[config.mk]
export PLATFORM = sky130hd
export DESIGN_NAME = ieee754_encoder
export DESIGN_NICKNAME = d
export VERILOG_FILES = /design/src/rtl/ieee754_encoder.sv
export SDC_FILE = /design/constraint.sdc
export NUM_CORES = 1
export LEC_CHECK = 0
export ABC_CLOCK_PERIOD_IN_PS = 3800
export CAP_MARGIN = 10
export CORE_ASPECT_RATIO = 1.75
export CORE_UTILIZATION = 54
export DETAILED_ROUTE_END_ITERATION = 12
export PLACE_DENSITY = 0.78
export SETUP_SLACK_MARGIN = 0.2
export SYNTH_ARGS = -nofsm -noshare
export SYNTH_HDL_FRONTEND = slang
export SYNTH_SLANG_ARGS = --single-unit
[constraint.sdc]
create_clock -name clk -period 3.8 [get_ports clk]
set_input_delay 1.14 -clock clk [delete_from_list [all_inputs] [get_ports clk]]
set_output_delay 1.14 -clock clk [all_outputs]
set_load 0.02 [all_outputs]
[src/rtl/ieee754_encoder.sv]
// Packs sign/exp/frac+GRS into IEEE-754 single or half (bits [15:0]) with round-nearest-even; IEEE754_FTZ_EN enables flush-to-zero.
// Latency special 1 / normal 2 / half subnormal 2+n cycles; result held in DONE until out_ready, in_ready only in IDLE.
module ieee754_encoder #(
  parameter int SHIFT_CAP = 12
) (
  input  logic        clk,
  input  logic        rst_n,
  input  logic        in_valid,
  output logic        in_ready,
  input  logic        mode_fp,
  input  logic        sign,
  input  logic [7:0]  exp,
  input  logic [22:0] frac,
  input  logic [2:0]  grs,
  input  logic        is_nan,
  input  logic        is_inf,
  input  logic        is_zero,
  output logic        out_valid,
  input  logic        out_ready,
  output logic [31:0] fp_out,
  output logic        overflow,
  output logic        underflow,
  output logic        inexact
);

  localparam int CW = $clog2(SHIFT_CAP + 1);

  typedef enum logic [1:0] {IDLE, ALIGN, ROUND, DONE} state_t;

  typedef struct packed {
    logic        mode;
    logic        sign;
    logic        ovf;
    logic        flush;
    logic [7:0]  exp;
    logic        hid;
    logic [22:0] mant;
    logic        g;
    logic        r;
    logic        s;
  } op_t;

  state_t        state_q, state_d;
  op_t           op_q, op_d;
  logic [CW-1:0] cnt_q, cnt_d;
  logic [31:0]   fp_out_q, fp_out_d;
  logic          overflow_q, overflow_d;
  logic          underflow_q, underflow_d;
  logic          inexact_q, inexact_d;
  logic          out_valid_q, out_valid_d;
  logic          in_ready_q, in_ready_d;

  logic signed [9:0] e_h, sh_amt;
  logic [CW-1:0]     n_load;
  logic              accept, special, inc, inx_r;
  logic [23:0]       sum_s;
  logic [8:0]        exp_s;
  logic [10:0]       sum_h;
  logic [5:0]        exp_h;
  logic [31:0]       special_pat;

  assign e_h    = $signed({2'b00, exp}) - 10'sd112;
  assign sh_amt = 10'sd1 - e_h;
  assign n_load = (sh_amt > $signed(10'(SHIFT_CAP))) ? CW'(SHIFT_CAP) : sh_amt[CW-1:0];

  assign accept  = in_valid && in_ready_q;
  assign special = is_nan || is_inf || is_zero;

  always_comb begin
    if (is_nan)
      special_pat = mode_fp ? {sign, 8'hFF, 1'b1, 22'b0} : {16'b0, sign, 5'h1F, 1'b1, 9'b0};
    else if (is_inf)
      special_pat = mode_fp ? {sign, 8'hFF, 23'b0} : {16'b0, sign, 5'h1F, 10'b0};
    else
      special_pat = mode_fp ? {sign, 31'b0} : {16'b0, sign, 15'b0};
  end

  // Half operands keep their 10-bit mantissa right-aligned so one lsb/G/R/S rule serves both formats.
  assign inc   = op_q.g && (op_q.r || op_q.s || op_q.mant[0]);
  assign inx_r = op_q.g || op_q.r || op_q.s;
  assign sum_s = {1'b0, op_q.mant} + {23'b0, inc};
  assign exp_s = {1'b0, op_q.exp} + {8'b0, sum_s[23]};
  assign sum_h = {1'b0, op_q.mant[9:0]} + {10'b0, inc};
  assign exp_h = {1'b0, op_q.exp[4:0]} + {5'b0, sum_h[10]};

  always_comb begin
    state_d     = state_q;
    op_d        = op_q;
    cnt_d       = cnt_q;
    fp_out_d    = fp_out_q;
    overflow_d  = overflow_q;
    underflow_d = underflow_q;
    inexact_d   = inexact_q;
    out_valid_d = out_valid_q;
    case (state_q)
      IDLE: begin
        if (accept) begin
          op_d      = '0;
          op_d.mode = mode_fp;
          op_d.sign = sign;
          op_d.hid  = (exp != 8'd0);
          cnt_d     = n_load;
          if (special) begin
            fp_out_d    = special_pat;
            overflow_d  = 1'b0;
            underflow_d = 1'b0;
            inexact_d   = 1'b0;
            out_valid_d = 1'b1;
            state_d     = DONE;
          end else if (mode_fp) begin
            op_d.exp                      = exp;
            op_d.mant                     = frac;
            {op_d.g, op_d.r, op_d.s}      = grs;
            op_d.ovf                      = (exp == 8'hFF);
`ifdef IEEE754_FTZ_EN
            op_d.flush                    = (exp == 8'd0) && (frac != 23'd0);
`endif
            state_d                       = ROUND;
          end else begin
            op_d.mant = {13'b0, frac[22:13]};
            op_d.g    = frac[12];
            op_d.r    = frac[11];
            op_d.s    = |frac[10:0] || |grs;
            if (e_h >= 10'sd31) begin
              op_d.ovf = 1'b1;
              state_d  = ROUND;
            end else if (e_h <= 10'sd0) begin
`ifdef IEEE754_FTZ_EN
              op_d.flush = 1'b1;
              state_d    = ROUND;
`else
              state_d    = ALIGN;
`endif
            end else begin
              op_d.exp = e_h[7:0];
              state_d  = ROUND;
            end
          end
        end
      end
      ALIGN: begin
        op_d.hid       = 1'b0;
        op_d.mant[9:0] = {op_q.hid, op_q.mant[9:1]};
        op_d.g         = op_q.mant[0];
        op_d.r         = op_q.g;
        op_d.s         = op_q.s || op_q.r;
        cnt_d          = cnt_q - 1'b1;
        if (cnt_q <= CW'(1))
          state_d = ROUND;
      end
      ROUND: begin
        state_d     = DONE;
        out_valid_d = 1'b1;
        overflow_d  = 1'b0;
        inexact_d   = inx_r;
        underflow_d = inx_r && (op_q.exp == 8'd0);
        if (op_q.flush) begin
          fp_out_d    = op_q.mode ? {op_q.sign, 31'b0} : {16'b0, op_q.sign, 15'b0};
          underflow_d = 1'b1;
          inexact_d   = 1'b1;
        end else if (op_q.mode) begin
          fp_out_d = {op_q.sign, exp_s[7:0], sum_s[22:0]};
          if (op_q.ovf || exp_s >= 9'd255) begin
            fp_out_d    = {op_q.sign, 8'hFF, 23'b0};
            overflow_d  = 1'b1;
            underflow_d = 1'b0;
            inexact_d   = 1'b1;
          end
        end else begin
          fp_out_d = {16'b0, op_q.sign, exp_h[4:0], sum_h[9:0]};
          if (op_q.ovf || exp_h >= 6'd31) begin
            fp_out_d    = {16'b0, op_q.sign, 5'h1F, 10'b0};
            overflow_d  = 1'b1;
            underflow_d = 1'b0;
            inexact_d   = 1'b1;
          end
        end
      end
      DONE: begin
        if (out_ready) begin
          state_d     = IDLE;
          out_valid_d = 1'b0;
        end
      end
      default: state_d = IDLE;
    endcase
    in_ready_d = (state_d == IDLE);
  end

  always_ff @(posedge clk) begin
    if (!rst_n) begin
      state_q     <= IDLE;
      op_q        <= '0;
      cnt_q       <= '0;
      fp_out_q    <= '0;
      overflow_q  <= 1'b0;
      underflow_q <= 1'b0;
      inexact_q   <= 1'b0;
      out_valid_q <= 1'b0;
      in_ready_q  <= 1'b1;
    end else begin
      state_q     <= state_d;
      op_q        <= op_d;
      cnt_q       <= cnt_d;
      fp_out_q    <= fp_out_d;
      overflow_q  <= overflow_d;
      underflow_q <= underflow_d;
      inexact_q   <= inexact_d;
      out_valid_q <= out_valid_d;
      in_ready_q  <= in_ready_d;
    end
  end

  assign in_ready  = in_ready_q;
  assign out_valid = out_valid_q;
  assign fp_out    = fp_out_q;
  assign overflow  = overflow_q;
  assign underflow = underflow_q;
  assign inexact   = inexact_q;

endmodule
==> flow_metrics.tcl <==
set metrics [dict create \
    maxSlewViolCount 0 \
    register_area_um2 1620 \
    async_reset_ff_frac 0 \
    cts_setup_buffers 0 \
    drt_iter0_drc 320 \
    dr_wl_met2_um 7330 \
    final_core_util 0.704 \
    synth_cell_types 72 \
    max_freq_mhz 300 \
    yosysWarnings 0 \
    ys_top_cells_by_area "dfxtp_1 (33%), xor2_1 (4.1%), nor2_1 (4.0%)" \
    final_nets 693 \
    rows 45 \
    cts_buffers 9 \
    holdBufCountCts 0 \
    grt_max_degree 38 \
    die_y_um 128 \
    worstPathRequired_ns 4.07 \
    tightest_slew_ns 0.707 \
    dp_hpwl_um 10500 \
    cp_data_arrival_time_ns 3.60 \
    max_slew_margin 0.529 \
    die_width_um 74.1 \
    htreeDepth 3 \
    power_leakage_uw 0.00233 \
    avgSynthCellArea_um2 8.63 \
    first_global_vias 4639 \
    critPathCaptureType "flip-flop" \
    synth_ff_type "dfxtp_1" \
    multi_input_area_um2 3060 \
    dr_wl_met3_um 568 \
    worst_clock_skew_ns 0.0104 \
    hold_class "reg2reg" \
    core_um2 8730 \
    antenna_left 0 \
    antenna_found_initial 0 \
    clkSinkCount 81 \
    finalWorstSetupSlack_ns 0.465 \
    setup_viol 0 \
    antennaDiodeCount 0 \
    wl_per_cell_um 18.7 \
    viasPerCell 6.33 \
    nFillCells 731 \
    critPathKind "reg2reg" \
    clock_path_buffers 2 \
    status "completed" \
    overflow 0 \
    clkTransAtPathRegs_ns 0.06 \
    remaining_drc_errors 0 \
    cap_violations 0 \
    start_util 0.563 \
    io_buffers 79 \
    insertion_delay_ns 0.35 \
    tns_ns 0 \
    highest_layer "met4" \
    ys_ff_latch 81 \
    cp_max_fo 10 \
    synth_commonest_cells "dfxtp_1 (81), nor2_1 (52), nand2_1 (43)" \
    final-hold-violation-count 0 \
    synth_edf_count 0 \
    met1Wirelength_um 5580 \
    seq_area_frac_synth 0.330 \
    cts_tree "built" \
    syn_inst 569 \
    post-place-ws_ns 0.176 \
    rsz0062_at_grt "false" \
    start_kind "flip-flop" \
    root_buffer "clkbuf_16" \
    finalCritPeriodShare 0.878 \
    powerDensity_nw_per_um2 505 \
    grt_usage 0.317 \
    synth_top_area_share 0.330 \
    yosys.area.top_type "dfxtp_1" \
    dr.pass1.iters 5 \
    peakVddDrop_uv 408 \
    synth_area_um2 4910 \
    whs_ns 0.465 \
    cts_resized 0 \
    synth_fp_nets 626 \
    areaGrowthSynthToFinish_pct 25.1 \
    grt_pass1_wl_um 22900 \
    period_needed_ns 3.33 \
    die-area_um2 9500 \
    wirelength_um 14200 \
    num_vias 4800 \
    boundaryPins 80 \
    gp_congestion 0.892 \
    synth_most_common_cell "dfxtp_1" \
    drive_gt1_frac 0.120 \
]
## layer usage
layer,vias up,GRT usage
met1,2301,0.373
met3,48,0.0417
met5,-,0
li1,2294,-
met2,157,0.530
met4,0,0.197
## per-stage QoR
| stage | total power [µW] | std cells | cell area [µm²] |
|---|---|---|---|
| 2_1_floorplan | 1740 | 569 | 4910 |
| 3_3_place_gp | 2100 | 742 | 5810 |
| 3_5_place_dp | 2120 | 742 | 5810 |
| 4_1_cts | 3090 | 758 | 6150 |
| 5_1_grt | 3260 | 758 | 6150 |
| 6_report | 3100 | 758 | 6150 |
## cells by family after synthesis
kind of cell / after synthesis / share of synthesized area
fa+ha+maj: 14 / 0.0357
simple gates: 215 / 0.233
xor+xnor: 36 / 0.0642
flops: 81 / 0.330
buf+inv: 52 / 0.0479
compound gates: 155 / 0.253
mux: 16 / 0.0362
## where the power goes
part / switching (µW) / total [µW] / leakage, µW / internal [µW]
Sequential: 104 / 1070 / 0.000658 / 962
Combinational: 615 / 1060 / 0.00151 / 443
Clock: 363 / 979 / 0.000166 / 616
Total: 1080 / 3100 / 0.00233 / 2020
## cells in the final DEF, fill, tap and decap left out, types with 6 or more instances in the layout
cell             count
a221oi_1            17
o22ai_1              6
a211oi_1             6
nor3_1               9
ha_1                14
nor4_1               6
o21ai_0             14
inv_1               11
a21oi_1             21
xnor2_1             13
o2bb2ai_2            6
and4_1               6
nand4_1             12
buf_4               17
xor2_1              23
nand3_1             26
clkdlybuf4s50_1     79
a22oi_1             18
o31ai_1              6
nand2b_1             9
dfxtp_1             81
clkbuf_16            9
nor2b_1              6
nand2_1             43
and3_1              21
a32o_1               8
mux2_2              14
nor2_1              52
## worst paths after layout
| check | slack, ns | cells after the start | start | to |
|---|---|---|---|---|
| worst max register to register | 0.47 | 9 | op_q[12]$_SDFFE_PN0P_ | fp_out[14]$_SDFFE_PN0P_ |
| worst max-delay path | 0.47 | 9 | op_q[12]$_SDFFE_PN0P_ | fp_out[14]$_SDFFE_PN0P_ |
| worst min register to register | 0.46 | 1 | fp_out[8]$_SDFFE_PN0P_ | fp_out[8]$_SDFFE_PN0P_ |
| worst min-delay path | 0.46 | 1 | fp_out[8]$_SDFFE_PN0P_ | fp_out[8]$_SDFFE_PN0P_ |
## final cells by class
type	instances	share of cell area
timing repair buffer	97	0.153
tap	117	0.0238
multi-input combinational	436	0.498
clock inverter	5	0.0140
sequential	81	0.264
inverter	11	0.00672
clock buffer	11	0.0411
## critical path: stages, from the launching register on
cell	delay (ns)
dfxtp_1	0.48
and4_1	0.30
and4_1	0.36
and4_1	0.33
ha_1	0.37
nand2_2	0.11
o21a_1	0.21
o2111a_1	0.27
or3_1	0.60
o22ai_1	0.21
## registers in the layout, summed over array words and instances (netlist names)
signal     count
op_q          38
underflow      1
inexact        1
in_ready       1
overflow       1
cnt_q          4
out_valid      1
fp_out        32
state_q        2
No activity file was read; power rests on OpenSTA's default activity.
